===== config.mk =====
export PLATFORM = sky130hd
export DESIGN_NAME = interp_block_sequencer
export DESIGN_NICKNAME = d
export VERILOG_FILES = /design/src/rtl/interp_block_sequencer.sv
export SDC_FILE = /design/constraint.sdc
export NUM_CORES = 1
export LEC_CHECK = 0
export BUFFER_PORTS_ARGS = -buffer_cell sky130_fd_sc_hd__clkbuf_2
export CAP_MARGIN = 10
export CORE_MARGIN = 5
export CORE_UTILIZATION = 40
export DETAILED_ROUTE_END_ITERATION = 10
export GPL_TIMING_DRIVEN = 0
export PLACE_DENSITY = 0.66
export SKIP_CTS_REPAIR_TIMING = 1
export SLEW_MARGIN = 20
export SYNTH_ARGS = -nofsm -noshare
export SYNTH_HDL_FRONTEND = slang
export SYNTH_SLANG_ARGS = --single-unit

===== constraint.sdc =====
create_clock -name clk -period 2.38 [get_ports clk]
set_input_delay 0.119 -clock clk [delete_from_list [all_inputs] [get_ports clk]]
set_output_delay 0.119 -clock clk [all_outputs]
set_load 0.05 [all_outputs]

===== src/rtl/interp_block_sequencer.sv =====
// interp_block_sequencer
// Sequences one NUM_PIXEL x NUM_PIXEL subpixel-interpolation block through the
// input shift register, input mux, FIR bank and half-pixel shift registers:
// fill (rows from upstream), horizontal pass, drain, vertical pass, drain, done.
//
// Ports
//   clk        clock, rising edge
//   rst        asynchronous active-low reset
//   start      request one block; honoured only in IDLE
//   row_valid  upstream row valid
//   row_ready  sequencer accepts a row this cycle
//   load_in    input shift register enable (row_valid & row_ready)
//   sel        row/column select to the input mux
//   load_L     capture FIR outputs into the temp shift registers
//   out_ready  downstream can absorb one output row FIR_LAT cycles from now
//   load_out   FIR outputs form a valid output row this cycle
//   phase      0 IDLE, 1 FILL, 2 HORIZ(+drain), 3 VERT(+drain, done)
//   busy       high in every state except IDLE
//   done       one-cycle pulse when the block completes
//
// All outputs are decoded from registered state (plus row_valid for load_in),
// so an asynchronous reset forces them low in the same cycle.
module interp_block_sequencer #(
    parameter int unsigned NUM_PIXEL = 8,
    parameter int unsigned TAP_EXT   = 7,
    parameter int unsigned FIR_LAT   = 3,
    parameter int unsigned SEL_W     = 8
) (
    input  logic             clk,
    input  logic             rst,
    input  logic             start,
    input  logic             row_valid,
    output logic             row_ready,
    output logic             load_in,
    output logic [SEL_W-1:0] sel,
    output logic             load_L,
    input  logic             out_ready,
    output logic             load_out,
    output logic [1:0]       phase,
    output logic             busy,
    output logic             done
);

    localparam int unsigned ROWS     = NUM_PIXEL + TAP_EXT;
    localparam int unsigned MAX_SEL  = ROWS + NUM_PIXEL - 1;
    localparam int unsigned CNT_W    = $clog2(ROWS + 1);
    localparam int unsigned STEP_MAX = (FIR_LAT > ROWS) ? FIR_LAT : ROWS;
    localparam int unsigned STEP_W   = $clog2(STEP_MAX + 1);

    // Elaboration-time sanity checks on the parameter set.
    if ((MAX_SEL >> SEL_W) != 0) begin : g_sel_too_narrow
        $error("SEL_W too narrow for the largest select value");
    end
    if (FIR_LAT < 2) begin : g_fir_lat_too_small
        $error("FIR_LAT must be at least 2");
    end

    typedef enum logic [2:0] {
        S_IDLE   = 3'd0,
        S_FILL   = 3'd1,
        S_HORIZ  = 3'd2,
        S_HDRAIN = 3'd3,
        S_VERT   = 3'd4,
        S_VDRAIN = 3'd5,
        S_DONE   = 3'd6
    } state_t;

    state_t              state;
    state_t              state_nxt;
    logic [CNT_W-1:0]    row_cnt;
    logic [STEP_W-1:0]   step;
    logic [FIR_LAT-1:0]  pipe;
    logic                pipe_out;
    logic                issue;
    logic                step_en;

    assign pipe_out = pipe[FIR_LAT-1];

    // State register.
    always_ff @(posedge clk or negedge rst) begin
        if (!rst) begin
            state <= S_IDLE;
        end else begin
            state <= state_nxt;
        end
    end

    // Next-state logic; step counts issues (HORIZ/VERT) or drain cycles.
    always_comb begin
        state_nxt = state;
        case (state)
            S_IDLE: begin
                if (start) state_nxt = S_FILL;
            end
            S_FILL: begin
                if (row_valid && (row_cnt == CNT_W'(ROWS - 1))) state_nxt = S_HORIZ;
            end
            S_HORIZ: begin
                if (step == STEP_W'(ROWS - 1)) state_nxt = S_HDRAIN;
            end
            S_HDRAIN: begin
                if (step == STEP_W'(FIR_LAT - 1)) state_nxt = S_VERT;
            end
            S_VERT: begin
                if (out_ready && (step == STEP_W'(NUM_PIXEL - 1))) state_nxt = S_VDRAIN;
            end
            S_VDRAIN: begin
                if (step == STEP_W'(FIR_LAT - 1)) state_nxt = S_DONE;
            end
            S_DONE: begin
                state_nxt = S_IDLE;
            end
            default: begin
                state_nxt = S_IDLE;
            end
        endcase
    end

    // Output decode; pipe_out is attributed to load_L or load_out by pass.
    always_comb begin
        row_ready = 1'b0;
        load_in   = 1'b0;
        load_L    = 1'b0;
        load_out  = 1'b0;
        phase     = 2'd0;
        busy      = 1'b0;
        done      = 1'b0;
        issue     = 1'b0;
        step_en   = 1'b0;
        case (state)
            S_IDLE: begin
                phase = 2'd0;
            end
            S_FILL: begin
                phase     = 2'd1;
                busy      = 1'b1;
                row_ready = (row_cnt != CNT_W'(ROWS));
                load_in   = row_valid && row_ready;
            end
            S_HORIZ: begin
                phase   = 2'd2;
                busy    = 1'b1;
                issue   = 1'b1;
                step_en = 1'b1;
                load_L  = pipe_out;
            end
            S_HDRAIN: begin
                phase   = 2'd2;
                busy    = 1'b1;
                step_en = 1'b1;
                load_L  = pipe_out;
            end
            S_VERT: begin
                phase    = 2'd3;
                busy     = 1'b1;
                issue    = out_ready;
                step_en  = out_ready;
                load_out = pipe_out;
            end
            S_VDRAIN: begin
                phase    = 2'd3;
                busy     = 1'b1;
                step_en  = 1'b1;
                load_out = pipe_out;
            end
            S_DONE: begin
                phase = 2'd3;
                busy  = 1'b1;
                done  = 1'b1;
            end
            default: begin
                phase = 2'd0;
            end
        endcase
    end

    // Datapath: row counter, step counter, select register, issue delay pipe.
    always_ff @(posedge clk or negedge rst) begin
        if (!rst) begin
            row_cnt <= '0;
            step    <= '0;
            sel     <= '0;
            pipe    <= '0;
        end else begin
            pipe <= {pipe[FIR_LAT-2:0], issue};

            if (state != state_nxt) begin
                step <= '0;
            end else if (step_en) begin
                step <= step + STEP_W'(1);
            end

            if ((state == S_IDLE) && (state_nxt == S_FILL)) begin
                row_cnt <= '0;
            end else if (load_in && (row_cnt != CNT_W'(ROWS))) begin
                row_cnt <= row_cnt + CNT_W'(1);
            end

            // sel advances after each issue except the last of a pass, so
            // it holds the last issued value (or the stalled value).
            if ((state == S_IDLE) && (state_nxt == S_FILL)) begin
                sel <= '0;
            end else if ((state == S_HDRAIN) && (state_nxt == S_VERT)) begin
                sel <= SEL_W'(ROWS);
            end else if (issue && (state == state_nxt)) begin
                sel <= sel + SEL_W'(1);
            end
        end
    end

endmodule


### Word-level counts from Yosys, hierarchy flattened

Index checks and enable logic that the tools add are counted.

* memories kept: 0
* bits in writable memories: 0
* bits in registers: 22
* input bits: 5
* ROM bits: 0
* bits in latches: 0

* div/mod/pow operators: 0
* $lt $le $gt $ge: 0
* bitwise logic cells: 0
* $mul: 0
* eq/ne operators: 15
* reduce and logical (&&, ||, !) cells: 16
* add/sub/neg operators: 3
* multiplexer cells: 23
* shift operators: 0

Operator list (count)
* 8-bit two-way mux: 3
* 3-bit two-way mux: 6
* 3-bit case mux with 6 select lines: 1
* 4-bit two-way mux: 4
* 3-bit equality test, second input constant: 4
* 4-bit by 1-bit adder with 4-bit output, second input constant: 2
* 8-bit by 1-bit adder with 8-bit output, second input constant: 1
* 4-bit equality test, second input constant: 2
* 1-bit logical AND: 7
* 3-bit by 1-bit equality test with 1-bit output, second input constant: 2
* 3-bit by 2-bit equality test with 1-bit output, second input constant: 2
* 1-bit two-way mux: 6
* 2-bit case mux with 3 select lines: 1
* 3-bit OR reduction: 2
* 6-bit OR reduction: 1
* 4-bit by 2-bit equality test with 1-bit output, second input constant: 1
* 4-bit by 3-bit equality test with 1-bit output, second input constant: 1
* 4-bit inequality test, second input constant: 1
* 1-bit case mux with 2 select lines: 2
* 2-bit nonzero test: 2
* 2-bit OR reduction: 2
* 3-bit equality test: 1
* 3-bit logical NOT: 1
* 3-bit inequality test: 1
* 3-bit nonzero test: 1

### Longest topological paths before layout

Gate-level depths: netlist (run 1).

* depth after elaboration: 9
* depth in mapped cells: 7
* mapped depth without buffers: 6

### Worst setup path before layout (run 1)

Ideal clock, no wire load.

* path type: reg2out
* from: register state[2]
* to: output port phase[0]
* arrival time: 1.754 ns
* path slack: 0.507 ns
* cell stages (with the launch flop): 4
* data required time: 2.261 ns
* path through: dfrtp_1 > buf_2 > inv_1 > o21ai_0

* word-level cells in the longest chain between the ends: 3
* elaborated cells between the ends (all ways): 9

Ends and longest elaborated chain
* start: declaration: RTL line 68 `state_t state;`
* start signal: assignment: RTL line 84 `state <= state_nxt;`
* 3-bit equality test / 3-bit by 2-bit equality test with 1-bit output (equally long branches): RTL line 130 `case (state)`
* 3-bit OR reduction (no line) / 2-bit OR reduction (equally long branches)
* 2-bit case mux with 3 select lines *: RTL line 130
* end: declaration: RTL line 39 `output logic [1:0] phase,`

Mark *: on every way between the ends. The rest lies on a longest branch, timed or not.

### Worst setup path in the final report (run 1)

* from: register step[0]
* to: register sel[5]

* word-level cells in the longest chain between the ends: 8
* elaborated cells between the ends (all ways): 18

Ends and longest elaborated chain
* start: declaration: RTL line 71 `logic [STEP_W-1:0] step;`
* start signal: assignment: RTL line 190 `step <= step + STEP_W'(1);`
* 4-bit by 3-bit equality test with 1-bit output: RTL line 105 `if (out_ready && (step == STEP_W'(NUM_PIXEL - 1))) state_nxt = S_VDRAIN;`
* 1-bit logical AND: RTL line 105
* 3-bit two-way mux: RTL line 105
* 3-bit case mux with 6 select lines *: RTL line 91 `case (state)`
* 3-bit equality test: RTL line 203 `end else if ((state == S_HDRAIN) && (state_nxt == S_VERT)) begin`
* 1-bit logical AND: RTL line 203
* 8-bit two-way mux: RTL line 203
* 8-bit two-way mux: RTL line 201 `if ((state == S_IDLE) && (state_nxt == S_FILL)) begin`
* end signal: assignment: RTL line 204 `sel <= SEL_W'(ROWS);`
* end signal: assignment: RTL line 206 `sel <= sel + SEL_W'(1);`
* end: declaration: RTL line 35 `output logic [SEL_W-1:0] sel,`

Marked as above.
A chain may end at the register's enable or synchronous reset.

==> out/qor.yml, run 1 <==
synth_top_area_share_pct: 41.9
drv_slew: 0
maxSlewHeadroom_pct: 63.1
pwr_density_cell_mw_per_mm2: 1210
rows: 20
avgViaCountPerCell: 5.44
place_hpwl_um: 2220
netSwitchingFraction_pct: 51.0
yosysTopAreaCell: "dfrtp_1"
synthAdderAreaFrac_pct: 4.76
synth.area.mux_share_pct: 0
ys_seq_area_share_pct: 41.9
synthSimpleGateAreaFrac_pct: 28.6
cp-end-kind: "flip-flop"
tightest_slew_ns: 0.547
cp.arrival_ns: 2.21
max_stage_delay_ns: 0.54
ff2ff_path_depth: 6
synthCells: 143
synthesis.area_mm2: 0.00131
crit_buf_inv: 1
vdd_drop_max_uv: 701
hold_class: "in2reg"
r2r_slack_ns: 0.36
cts_tree: "built"
die_y_um: 67.3
fp.dieW_um: 67.3
numCtsBuffers: 3
setup_viol_count_final: 0
nets: 179
hold_viol: 0
synth.area.top_cells: "dfrtp_1 (42%), ha_1 (4.8%), nor2_1 (4.6%), a21oi_1 (3.8%), o31ai_1 (2.9%)"
crit_required_ns: 2.57
maxCapViolations: 0
status: "complete, no violations"
leakage_nw: 0.687
holdPathEnd: "row_cnt[2]"
worstHoldStart: "row_valid"
ys_ff_latch: 22
fin_tns_setup_ns: 0
fin_crit_sh_pct: 85.1
grt_start_max_net_pins: 23
synth_most_common_cell: "dfrtp_1"
yosysUniqueCellTypes: 39
antennaDiodeCount: 0
fmax_mhz: 494
p_int_mw: 0.899
fin_crit_ns: 2.02
clk_latency_ns: 0.31
fin_worst_skew_ns: 0.00341
reg2reg_to: "sel[5]"
drt_iter0_markers: 63
htreeDepth: 1
synth.avg_cell_area_um2: 9.19
grt_use_total_pct: 15.1
antenna_found_initial: 0
core_mm2: 0.00310
cp_top_family: "simple AND/OR/NAND/NOR gates"
synth_compound_area_share_pct: 17.3
crit_chain: "inv_1 > ha_1 > nor4bb_1 > nand3_1 > nand2b_1 > a21oi_1"
first_pass_iters: 4
p_sw_mw: 0.935
wl_per_cell_um: 13.7
cts.sinks: 22
rsz0062_at_grt: "false"
clock_path_buffers: 2
synth-xor-area-share_pct: 2.67
grt_pass1_vias: 1230
cp_max_fo: 6
gp_congestion: 0.801
dpl-instance-area_mm2: 0.00147
ant_nets: 0
synth-edff-count: 0
crit_type: "reg2reg"
power_frac_comb_pct: 56.3
initial_core_util_pct: 42.3
syn-num-nets: 153
cts.reportedPaths.clkPinSlew_ns: 0.12
dieArea_mm2: 0.00453
ys.flop_type: "dfrtp_1"
synth_top_family_by_area: "simple AND/OR/NAND/NOR gates"
route.detailed.drc: 0
yosysWarnings: 0
ios: 21
cts_root_buffer: "clkbuf_4"
synth_commonest_cells: "dfrtp_1 (22), nor2_1 (16), a21oi_1 (10)"
seqPwrFrac_pct: 32.5
grt_pass1_wl_um: 5350
port_buffers: 20
overflow: 0
final_area_mm2: 0.00152
vias: 1153
clkPwrFrac_pct: 11.2
worstSetupStartpointType: "flip-flop"
drive_above_1_share_pct: 19.6
drt_wl_total_um: 2910
slowest_stage: "nor4bb_1"
whs_path_depth: 4
syn2layout_area_growth_pct: 15.3
ys_async_sr_fraction_pct: 100
rr_startpoint: "step[0]"
layer usage:
layer	track usage [%]	up-vias	wire length, um
met2	26.3	20	1430
met5	0	-	0
met4	4.30	0	33
li1	-	574	-
met1	18.5	555	1350
met3	3.66	4	100
power groups by stage:
stage	logic [mW]	clock network, mW	registers, mW
2_1_floorplan	0.745	0	0.655
3_3_place_gp	1.01	0	0.596
3_5_place_dp	1.04	0	0.602
4_1_cts	1.04	0.222	0.595
5_1_grt	1.14	0.236	0.613
6_report	1.03	0.206	0.596
cells in the final DEF (no fill, tap or decap), types with 2 or more instances in the layout:
cell and n:
clkbuf_4 3, and3_1 2, and2_1 4, dfrtp_1 22
o31ai_1 5, nand3_1 7, nand4bb_1 2, o21ai_0 6
xor2_1 2, or4b_1 2, buf_2 5, a21oi_1 10
nand2b_4 2, nand4_1 5, nand2_1 6, inv_1 9
a31oi_1 3, nand2b_1 2, or4_1 4, o41ai_1 2
nor2_1 16, ha_1 5, clkbuf_2 20, o21a_1 2
or3_1 3, xnor2_1 2
final cells by class:
type,instances,area (um2)
well taps,44,55.1
flip-flops and latches,22,551
inverters,9,33.8
repair buffers,21,110
plain buffers,6,28.8
fillers,313,1590
clock buffers,4,36.3
multi-input cells,106,701
worst max path at each step:
stage | startpoint | cells past startpoint | to | slack, ns
6_report | step[0] | 6 | sel[5] | 0.36
5_1_grt | step[0] | 6 | sel[5] | 0.21
4_1_cts | step[0] | 6 | sel[5] | 0.34
3_5_place_dp | step[0] | 6 | sel[5] | 0.37
3_3_place_gp | step[0] | 6 | sel[7] | 0.50
2_1_floorplan | state[2] | 3 | phase[0] | 0.51
cells by family (layout without fill, tap and decap cells):
family / Yosys count / after routing
AND/OR/NAND/NOR: 62 / 62
AO/OA/AOI/OAI: 35 / 35
flip-flops: 22 / 22
buffers and inverters: 15 / 40
adder cells (fa/ha/maj): 5 / 5
XOR/XNOR: 4 / 4
metrics by stage:
step | hold slack, ns | worst slack, ns | std cells | power, mW | utilization [%]
4_1_cts | -0.226 | 0.341 | 211 | 1.86 | 48.5
3_5_place_dp | 0.133 | 0.369 | 207 | 1.64 | 47.3
6_report | 0.191 | 0.355 | 212 | 1.83 | 48.8
5_1_grt | 0.205 | 0.209 | 212 | 1.99 | 48.8
3_3_place_gp | 0.132 | 0.497 | 207 | 1.61 | 47.3
2_1_floorplan | -0.177 | 0.507 | 143 | 1.40 | -
flip-flops by register name, summed over array words and instances, names as in the netlist:
| register | count |
|---|---|
| row_cnt | 4 |
| sel | 8 |
| state | 3 |
| pipe | 3 |
| step | 4 |
tightest hold or removal path, cell delays in order:
cell and delay, ns:
clkbuf_2 0.11, nand4_1 0.08, xor2_1 0.06, nor2_1 0.09
Power figures use the tool's default switching activity.
==> run 2, diff against run 1 <==
--- a/config.mk
+++ b/config.mk
@@ -12,6 +12,7 @@
 export DETAILED_ROUTE_END_ITERATION = 10
 export GPL_TIMING_DRIVEN = 0
 export PLACE_DENSITY = 0.66
+export RECOVER_POWER = 100
 export SKIP_CTS_REPAIR_TIMING = 1
 export SLEW_MARGIN = 20
 export SYNTH_ARGS = -nofsm -noshare
==> constraint.sdc (replaced) <==
create_clock -name clk -period 2.5 [get_ports clk]
set_input_delay 0.125 -clock clk [delete_from_list [all_inputs] [get_ports clk]]
set_output_delay 0.125 -clock clk [all_outputs]
set_load 0.05 [all_outputs]
==> run 2 against run 1 <==
  * Clock skew decreased by 0.0013 ns
  * Highest routed layer unchanged
  * Register-to-register slack improved by 0.07 ns
  * Via count up 0.78%
  * Sequential power fell by 5.7%
  * First-iteration DRC count fell by 13%
==> out/qor.yml, run 2 (synthesized netlist as in run 1, its figures left out) <==
status: "complete, no violations"
nets: 179  # unchanged
tightest_slew_ns: 1.19  # +0.641 ns
ios: 21  # unchanged
cts_root_buffer: "clkbuf_4"
grt_start_max_net_pins: 23  # unchanged
cts_tree: "built"
fin_worst_skew_ns: 0.00211  # -0.00130 ns
leakage_nw: 0.622  # -9.5%
drive_above_1_share_pct: 7.74  # -12 points
r2r_slack_ns: 0.43  # +0.07 ns
maxCapViolations: 0  # unchanged
final_area_mm2: 0.00148  # -2.6%
rr_startpoint: "step[0]"
crit_type: "reg2out"
hold_viol: 0  # unchanged
fin_tns_setup_ns: 0  # unchanged
cts.sinks: 22  # unchanged
seqPwrFrac_pct: 33.0  # +0.5 points
power_frac_comb_pct: 55.5  # -0.8 points
crit_path_start: "state[2]"
maxSlewHeadroom_pct: 20.8  # -42 points
worstSetupStartpointType: "flip-flop"
layout.cells.most_common: "dfrtp_1"
cp-end-kind: "output pin"
hold_class: "in2reg"
clock_path_buffers: 2  # unchanged
fin_crit_ns: 2.10
rows: 20  # unchanged
dieArea_mm2: 0.00453  # unchanged
gp_congestion: 0.801  # unchanged
regMostFlops: "sel"
cts.reportedPaths.clkPinSlew_ns: 0.12  # about the same
grt_pass1_wl_um: 5350  # unchanged
syn2layout_area_growth_pct: 12.3
dpl-instance-area_mm2: 0.00147  # unchanged
port_buffers: 20  # unchanged
mostFrequentLayoutCells: "dfrtp_1 (22), clkbuf_1 (18), nor2_1 (16)"
p_sw_mw: 0.881  # -5.8%
cp_max_fo: 10  # +4
place_ws_ns: 0.489  # +0.120 ns
antennaDiodeCount: 0  # unchanged
numCtsBuffers: 3  # unchanged
drv_slew: 0  # unchanged
cp.arrival_ns: 1.98  # -0.23 ns
layout_setup_ws_ns: 0.398  # +0.0429 ns
grt_pass1_vias: 1230  # unchanged
route.detailed.drc: 0  # unchanged
htreeDepth: 1  # unchanged
clk_latency_ns: 0.30  # about the same
fin_crit_sh_pct: 84.1
rsz0062_at_grt: "false"
p_int_mw: 0.825  # -8.3%
first_pass_iters: 4  # unchanged
clkPwrFrac_pct: 11.5  # +0.3 points
largest_reg_flops: 8  # unchanged
crit_required_ns: 2.38  # -0.19 ns
overflow: 0  # unchanged
reg.largest.list: "sel (8), row_cnt (4), step (4)"
ant_nets: 0  # unchanged
die_y_um: 67.3  # unchanged
drt_iter0_markers: 55  # -13%
wl_per_cell_um: 13.7  # -0.34%
core_mm2: 0.00310  # unchanged
p_total_mw: 1.71  # -7.0%
grt_use_total_pct: 15.1  # unchanged
drt_wl_total_um: 2900  # -0.34%
reg2reg_to: "sel[0]"
initial_core_util_pct: 42.3  # unchanged
vias: 1162  # +0.78%
avgViaCountPerCell: 5.48  # +0.78%
place_hpwl_um: 2220  # unchanged
pwr_density_cell_mw_per_mm2: 1160  # -4.5%
vdd_drop_max_uv: 652  # -7.0%
critPathCapture: "load_in"
netSwitchingFraction_pct: 51.6  # +0.66 points
fmax_mhz: 476
fp.dieW_um: 67.3  # unchanged
antenna_found_initial: 0  # unchanged
setup_viol_count_final: 0  # unchanged
ff2ff_path_depth: 7  # +1
## run 2: cell types whose count changed in the layout (fill, tap and decap cells not counted), sizes merged
cell    previous run  this run
buf                5         2
clkbuf            25        28
## run 2: how the worst min path moves through the flow
stage / startpoint / endpoint / slack, ns / cells past startpoint
after global routing: row_valid / row_cnt[2] / 0.21 / 4
after detailed placement: rst / step[2] / 0.14 / 1
after floorplan: rst / pipe[0] / -0.17 / 0
after global placement: rst / step[2] / 0.14 / 1
after CTS: rst / step[2] / -0.22 / 1
final: row_valid / row_cnt[2] / 0.20 / 4
## run 2: layer usage
metal  up-vias  global-route usage (%)  share of wire, %
met5         -                       0                 0
met4         0                    4.30               1.1
met3         4                    3.66               3.1
met2        22                    26.3                48
met1       565                    18.5                47
li1        571                       -                 -
## run 2: power by group through the flow
stage          sequential [mW]  combinational (mW)  clock (mW)
3_5_place_dp             0.573               0.988           0
5_1_grt                  0.579                1.05       0.224
4_1_cts                  0.566               0.990       0.211
3_3_place_gp             0.567               0.965           0
2_1_floorplan            0.624               0.709           0
6_report                 0.562               0.947       0.196
## run 2: area by class of cell
type | instances | area (um2)
Clock buffer | 4 | 36.3
Tap cell | 44 | 55.1
Multi-Input combinational cell | 106 | 682
Fill cell | 329 | 1630
Buffer | 6 | 26.3
Timing Repair Buffer | 21 | 91.3
Sequential cell | 22 | 551
Inverter | 9 | 33.8
## run 2: stage by stage
stage,hold WS [ns],cells,util [%]
global route,0.211,212,47.5
CTS,-0.220,211,48.5
finish,0.198,212,47.5
floorplan,-0.171,143,-
global placement,0.138,207,47.3
detailed placement,0.139,207,47.3
## run 2: critical path, stage by stage (launching register included)
cell	delay, ns
dfrtp_1	0.45
clkbuf_1	0.23
nor3b_1	0.41
nand3_1	0.22
inv_1	0.09
clkbuf_2	0.27
